## src/rtl/npc_seq_pkg.sv

```systemverilog
// Shared types and constants for the NPC multi-cycle instruction sequencer.
package npc_seq_pkg;

  typedef enum logic [2:0] {
    ST_IDLE = 3'd0,
    ST_EXEC = 3'd1,
    ST_MEM  = 3'd2,
    ST_MDU  = 3'd3,
    ST_WB   = 3'd4,
    ST_ERR  = 3'd5
  } state_e;

  localparam logic [1:0] ERR_NONE  = 2'b00;
  localparam logic [1:0] ERR_ILL   = 2'b01;
  localparam logic [1:0] ERR_MEMTO = 2'b10;

  typedef struct packed {
    logic ld;
    logic st;
    logic mdu;
    logic trap;
    logic ill;
    logic rf_req;
    logic c_req;
  } flags_t;

  // One spare bit beyond the larger limit so the count never aliases.
  function automatic int timer_w(input int mem_to, input int mdu_lat);
    int m;
    m = (mem_to > mdu_lat) ? mem_to : mdu_lat;
    return $clog2(m) + 1;
  endfunction

endpackage

```

## src/rtl/inst_seq_timer.sv

```systemverilog
// Wait-state up-counter shared by MEM and MDU; hit marks the last allowed cycle.
module seq_timer
  import npc_seq_pkg::*;
#(
  parameter int W = 9
) (
  input  logic         clk,
  input  logic         rst_n,
  input  logic         clr_i,
  input  logic         en_i,
  input  logic [W-1:0] lim_i,
  output logic         hit_o
);

  logic [W-1:0] cnt_q;
  logic [W-1:0] cnt_d;

  // Next count: clear before a wait state, advance while inside one.
  always_comb begin
    cnt_d = cnt_q;
    if (clr_i) begin
      cnt_d = {W{1'b0}};
    end else if (en_i) begin
      cnt_d = cnt_q + {{(W-1){1'b0}}, 1'b1};
    end else begin
      cnt_d = cnt_q;
    end
  end

  // Counter register.
  always_ff @(posedge clk or negedge rst_n) begin
    if (!rst_n) begin
      cnt_q <= {W{1'b0}};
    end else begin
      cnt_q <= cnt_d;
    end
  end

  assign hit_o = en_i && (cnt_q == lim_i);

endmodule

```

## src/rtl/inst_seq.sv

```systemverilog
// Multi-cycle instruction sequencer: issue, EXEC, optional MEM/MDU wait, commit or error.
module inst_seq
  import npc_seq_pkg::*;
#(
  parameter int MDU_FIXED   = 0,
  parameter int MDU_LAT     = 8,
  parameter int MEM_TIMEOUT = 255,
  parameter int CNT_W       = 64
) (
  input  logic             clk,
  input  logic             rst_n,
  input  logic             inst_valid,
  output logic             inst_ready,
  input  logic             is_load,
  input  logic             is_store,
  input  logic             is_mdu,
  input  logic             is_trap,
  input  logic             is_illegal,
  input  logic             rf_wen_req,
  input  logic             c_wen_req,
  output logic             mem_req,
  output logic             mem_we,
  input  logic             mem_ack,
  output logic             mdu_start,
  input  logic             mdu_done,
  output logic             rf_wen,
  output logic             c_wen,
  output logic             trap_wen,
  output logic             pc_we,
  output logic             err,
  output logic [1:0]       err_code,
  output logic             busy,
  output logic [CNT_W-1:0] instret
);

  localparam int TW = timer_w(MEM_TIMEOUT, MDU_LAT);
  localparam logic [TW-1:0] MEM_LIM = TW'(MEM_TIMEOUT - 1);
  localparam logic [TW-1:0] MDU_LIM = TW'(MDU_LAT - 1);

  state_e             state_q;
  state_e             state_d;
  flags_t             flags_q;
  flags_t             flags_d;
  logic [CNT_W-1:0]   instret_q;
  logic               tmr_hit;
  logic               tmr_en;
  logic [TW-1:0]      tmr_lim;
  logic               mdu_leave;

  assign tmr_en  = (state_q == ST_MEM) || (state_q == ST_MDU);
  assign tmr_lim = (state_q == ST_MDU) ? MDU_LIM : MEM_LIM;

  seq_timer #(.W(TW)) u_timer (
    .clk   (clk),
    .rst_n (rst_n),
    .clr_i (state_q == ST_EXEC),
    .en_i  (tmr_en),
    .lim_i (tmr_lim),
    .hit_o (tmr_hit)
  );

  assign mdu_leave = (MDU_FIXED != 0) ? tmr_hit : mdu_done;

  // Next-state logic; in MEM an ack wins over a simultaneous timeout.
  always_comb begin
    state_d = state_q;
    case (state_q)
      ST_IDLE: begin
        if (inst_valid) begin
          state_d = is_illegal ? ST_ERR : ST_EXEC;
        end else begin
          state_d = ST_IDLE;
        end
      end
      ST_EXEC: begin
        if (flags_q.trap) begin
          state_d = ST_WB;
        end else if (flags_q.ld || flags_q.st) begin
          state_d = ST_MEM;
        end else if (flags_q.mdu) begin
          state_d = ST_MDU;
        end else begin
          state_d = ST_WB;
        end
      end
      ST_MEM: begin
        if (mem_ack) begin
          state_d = ST_WB;
        end else if (tmr_hit) begin
          state_d = ST_ERR;
        end else begin
          state_d = ST_MEM;
        end
      end
      ST_MDU: begin
        if (mdu_leave) begin
          state_d = ST_WB;
        end else begin
          state_d = ST_MDU;
        end
      end
      ST_WB:   state_d = ST_IDLE;
      ST_ERR:  state_d = ST_IDLE;
      default: state_d = ST_IDLE;
    endcase
  end

  // Decoder flags are captured only at accept.
  always_comb begin
    flags_d = flags_q;
    if ((state_q == ST_IDLE) && inst_valid) begin
      flags_d = '{ld: is_load, st: is_store, mdu: is_mdu, trap: is_trap,
                  ill: is_illegal, rf_req: rf_wen_req, c_req: c_wen_req};
    end else begin
      flags_d = flags_q;
    end
  end

  // State, flag and retire-counter registers.
  always_ff @(posedge clk or negedge rst_n) begin
    if (!rst_n) begin
      state_q   <= ST_IDLE;
      flags_q   <= '0;
      instret_q <= {CNT_W{1'b0}};
    end else begin
      state_q <= state_d;
      flags_q <= flags_d;
      if (state_q == ST_WB) begin
        instret_q <= instret_q + CNT_W'(1);
      end else begin
        instret_q <= instret_q;
      end
    end
  end

  assign inst_ready = (state_q == ST_IDLE);
  assign busy       = (state_q != ST_IDLE);
  assign mem_req    = (state_q == ST_MEM);
  assign mem_we     = (state_q == ST_MEM) && flags_q.st;
  assign mdu_start  = (state_q == ST_EXEC) && !flags_q.trap && !flags_q.ld &&
                      !flags_q.st && flags_q.mdu;
  assign pc_we      = (state_q == ST_WB);
  assign rf_wen     = (state_q == ST_WB) && flags_q.rf_req && !flags_q.trap;
  assign c_wen      = (state_q == ST_WB) && flags_q.c_req && !flags_q.trap;
  assign trap_wen   = (state_q == ST_WB) && flags_q.trap;
  assign err        = (state_q == ST_ERR);
  assign err_code   = (state_q != ST_ERR) ? ERR_NONE :
                      (flags_q.ill ? ERR_ILL : ERR_MEMTO);
  assign instret    = instret_q;

endmodule

```

## config.mk

```make
export PLATFORM = sky130hd
export DESIGN_NAME = inst_seq
export DESIGN_NICKNAME = d
export VERILOG_FILES = /design/src/rtl/npc_seq_pkg.sv /design/src/rtl/inst_seq_timer.sv /design/src/rtl/inst_seq.sv
export SDC_FILE = /design/constraint.sdc
export NUM_CORES = 1
export LEC_CHECK = 0
export CAP_MARGIN = 30
export CELL_PAD_IN_SITES_DETAIL_PLACEMENT = 1
export CELL_PAD_IN_SITES_GLOBAL_PLACEMENT = 2
export CORE_MARGIN = 1.5
export CORE_UTILIZATION = 34
export CTS_BUF_LIST = sky130_fd_sc_hd__clkbuf_16
export DETAILED_ROUTE_END_ITERATION = 8
export PLACE_DENSITY_LB_ADDON = 0.2
export SYNTH_ARGS = -nofsm -noshare
export SYNTH_HDL_FRONTEND = slang
export SYNTH_SLANG_ARGS = --single-unit
```

## constraint.sdc

```tcl
create_clock -name clk -period 6.57 [get_ports clk]
set_clock_uncertainty 0.15 [all_clocks]
set_input_delay 0.9855 -clock clk [delete_from_list [all_inputs] [get_ports clk]]
set_output_delay 0.9855 -clock clk [all_outputs]
set_load 0.01 [all_outputs]
```

**Word-level counts from Yosys, hierarchy flattened**

Cells that the tools add are included.

- Add/subtract/negate cells: 2
- Equal/unequal tests: 7
- Muxes and demuxes: 14
- Reduce and logical (&&, ||, !) cells: 20

Operators with widths:

| kind | number |
|---|---|
| adder 64 x 1 -> 64 bit, second input constant | 1 |
| 2-to-1 mux 3 bit | 8 |
| 2-to-1 mux 9 bit | 2 |
| logical AND 1 bit | 12 |
| case mux 3 bit (4 select lines) | 1 |
| adder 9 x 1 -> 9 bit, second input constant | 1 |
| == test 9 x 8 -> 1 bit | 1 |
| 2-to-1 mux 8 bit | 1 |
| == test 3 x 2 -> 1 bit, second input constant | 2 |
| == test 3 bit, second input constant | 2 |
| 2-to-1 mux 2 bit | 2 |
| == test 3 x 1 -> 1 bit, second input constant | 1 |
| logical NOT 1 bit | 3 |
| logical NOT 3 bit | 1 |
| inequality test 3 bit, second input constant | 1 |
| nonzero test 3 bit | 1 |
| logical OR 1 bit | 2 |
| nonzero test 2 bit | 1 |

- Flip-flop bits (word level): 83
- Word-level logic and storage cells: 53

**Depth between registers and ports, before layout**

- Word-level depth: 7
- Depth in mapped cells: 8
- Gate-level depth less buffers: 6

**By module**

A second synthesis with hierarchy kept.

- Cells, all modules: 395
- Area total of the unflattened synthesis: 4155.2 µm²

Modules (own cells, without submodules):

| module | instances | cells each | area each (µm²) | seq. area each (µm²) |
|---|---|---|---|---|
| inst_seq | 1 | 339 | 3607.2 | 1851.8 |
| seq_timer | 1 | 56 | 548.0 | 225.2 |

**Worst setup path after synthesis**

No wires, ideal clock.

- Path kind: register -> output
- Start: register state_q[0]
- End: output port c_wen
- Data arrival time: 1.309 ns
- Setup slack: 4.125 ns
- Cell stages (with the launch flop): 5
- Path buffers: 2
- Path through: dfrtp_1 > buf_6 > or3b_1 > buf_6 > nor3b_1

- Cells in the longest elaborated chain, start to end: 3

RTL lines:

| element | RTL line | text |
|---|---|---|
| start: declaration | inst_seq.sv:40 | `state_e state_q;` |
| start signal: assignment | inst_seq.sv:126 | `state_q <= state_d;` |
| == test 3 bit | inst_seq.sv:144 | `assign c_wen = (state_q == ST_WB) && flags_q.c_req && !flags_q.trap;` |
| logical AND 1 bit (2 in a row) | inst_seq.sv:144 |  |
| end: declaration | inst_seq.sv:27 | `output logic c_wen,` |

No other way between the ends.

**Worst setup path after layout**

- Start: register state_q[1]
- End: output port trap_wen

- Cells in the longest elaborated chain, start to end: 2

RTL lines:

| element | RTL line | text |
|---|---|---|
| == test 3 bit | inst_seq.sv:145 | `assign trap_wen = (state_q == ST_WB) && flags_q.trap;` |
| logical AND 1 bit | inst_seq.sv:145 |  |
| end: declaration | inst_seq.sv:28 | `output logic trap_wen,` |

No other way between the ends.

==> flow_summary.ini <==
[clocking]
cts_resized = 0
tritoncts = yes
hold_buffers = 0
clk_latency_ns = 0.34
cts_sinks = 83
ctsRootBufferMaster = clkbuf_16
cts.htree.levels = 3
cts_buffer_depth = 2
numCtsBuffers = 9
clk_transition_reported_paths_ns = 0.06
postCtsSetupRepairBufs = 0

[setup_path]
setup.worst_path.end_class = output port
cp.arrival_ns = 2.29
worst_ep_required_time_ns = 5.43
timing.critical_path.from_type = register
worst_r2r_path_depth = 5
worstPathMaxFanout = 13
timing.setup.critical_path_class = register to output port

[global_routing]
via_count_of_the_first_global_routing_pass = 3397
antenna_found_initial = 0
grt_usage = 0.1745
grt_max_degree = 67
grt_first_pass_wirelength_microns = 17310
grt_overflow_total = 0

[timing]
finalCritPeriodShare = 0.5209
drv_slew = 0
slew_headroom = 0.5315
finalWorstSetupSlack_ns = 3.148
rsz_0062_raised_after_global_routing = no
final.setup.tns_ns = 0
hold_viol_final = 0
fin_crit_ns = 3.422
timing.fmax_mhz = 292.2
report.final.setup_viol = 0
worst-slew-pin-transition_ns = 0.7013

[logic_synthesis]
synth_top_area_frac = 0.5176
synthesized_netlist_net_count = 411
synth_seq_cells = 83
synthTopCellsByCount = dfrtp_1 (83), nand2_1 (50), xor2_1 (41), nor2_1 (36), nand3_1 (26)
synth_largest_area_cell = dfrtp_1
yosys_warnings = 0
most_frequently_used_flop_master_after_synthesis = dfrtp_1
synth.cell_area_sq_um = 4013
synth-seq-area-share = 0.5176
synth_edf_count = 0
ys_async_sr_fraction = 1.000
yosys.cell_count.top_type = dfrtp_1
post_synth_num_cell_types = 34
syn-mean-instance-area_sq_um = 10.11
synth.area.top_cells = dfrtp_1 (52%), xor2_1 (8.9%), xnor2_1 (5.2%)
post_synth_inst_count = 397

[final_layout]
final_area_sq_um = 5310
final_net_count = 502
final_layout_size_suffix_gt1_frac = 0.05691
layout_stage_area_growth_over_the_synthesis_result_pct = 32.34
insertedDiodeCount = 0

[placed_design]
io_buffers = 87
preCtsSetupSlack_ns = 3.505
gp_congestion = 0.7527
postPlaceCellArea_sq_um = 5035
dp.final_hpwl_microns = 7348

[floorplanning]
num_io_pins = 88
floorplan.rows = 39
core_sq_um = 11470
die-height_microns = 111.6
die_x_microns = 111.6
floorplan_die_area_sq_um = 12460
initial_utilization = 0.3499

[route]
first_pass_iters = 4
first_iter_violations = 122
post_drt_via_cell_ratio = 5.065
drc = 0
wirelength_microns = 10180
wire_per_inst_microns = 16.04
routed-via-count = 3216
drt.antenna.violating_nets = 0

[status]
outcome = completed

[pwr]
power.internal_uw = 972.9
power_density_nw_per_um2 = 254.5
power_leakage_uw = 0.002346
p_comb_frac = 0.182
power_frac_clock = 0.359
seq_power_share = 0.458
vdd_ir_drop_max_uv = 167.0
report.power.total_uw = 1352
power.switching_fraction = 0.2802
total_switching_power_uw = 378.7

[worst_hold_path]
whs_path_depth = 1
worst_hold_path_type = register to register

[job]
maxCapViolations = 0
## cells in the final DEF (no fill, tap or decap), types with 6 or more instances in the layout
master,synthesis,layout
inv_1,12,14
nor4_1,10,10
dfrtp_1,83,83
xor2_1,41,41
and2_1,7,7
clkbuf_16,0,9
o21ai_0,11,11
nor2_1,36,36
mux2_2,6,6
clkdlybuf4s50_1,0,86
nand3_1,26,26
nor3_1,25,25
nand2_1,50,50
nand4_1,17,17
and3_1,8,8
xnor2_1,24,24
## worst max-delay path: stages, from the launching register on
cell,delay [ns]
dfrtp_1,0.51
or3b_1,0.60
inv_1,0.16
and2_1,0.14
clkdlybuf4s50_1,0.53
## final cells by class
type	instances	area, sq um
clock buffer	9	225.2
clock inverter	6	50.05
inverter	12	45.04
multi-input combinational	294	1838
sequential	83	2077
tap	143	178.9
timing repair buffer	88	895.9
fill	1274	6157
## path summary, 6_finish.rpt
kind	from	end	slack (ns)
max in group asynchronous	rst_n	u_timer.cnt_q[0]$_DFFE_PN0P_	5.27
min in group asynchronous	rst_n	instret[63]$_DFFE_PN0P_	0.36
max reg2reg	state_q[1]$_DFF_PN0_	instret[45]$_DFFE_PN0P_	3.69
max	state_q[1]$_DFF_PN0_	trap_wen	3.15
min	instret[63]$_DFFE_PN0P_	instret[63]$_DFFE_PN0P_	0.32
min reg2reg	instret[63]$_DFFE_PN0P_	instret[63]$_DFFE_PN0P_	0.32
## routing by layer
layer	vias to the layer above	global-route usage	part of all wire
met3	13	0.03974	0.045
met1	1591	0.2288	0.47
met2	63	0.2785	0.46
met5	-	0	0
li1	1549	-	-
met4	0	0.07342	0.018
## registers in the layout, summed over array words and instances (netlist names)
signal and count:
instret 64, u_timer.cnt_q 9, flags_q 7, state_q 3
## logic make-up after synthesis
family,synth area share
simple gates,0.2654
compound gates,0.02276
flops,0.5176
xor+xnor,0.1419
mux,0.02183
buf+inv,0.02432
fa+ha+maj,0.006235
## power groups by stage
| stage | logic [uW] | clock network (uW) | registers, uW |
|---|---|---|---|
| floorplan | 153 | 0 | 610 |
| global placement | 244 | 0 | 627 |
| detailed placement | 250 | 0 | 630 |
| CTS | 253 | 501 | 621 |
| global route | 277 | 520 | 633 |
| finish | 246 | 486 | 619 |
## metrics by stage
stage	instances	hold slack [ns]	util
2_1_floorplan	397	0.3223	-
3_3_place_gp	619	0.3058	0.4367
3_5_place_dp	620	0.3143	0.4391
4_1_cts	635	0.3224	0.4631
5_1_grt	635	0.3323	0.4631
6_report	635	0.3157	0.4631
Note: power is estimated with default switching activity, not from simulation.
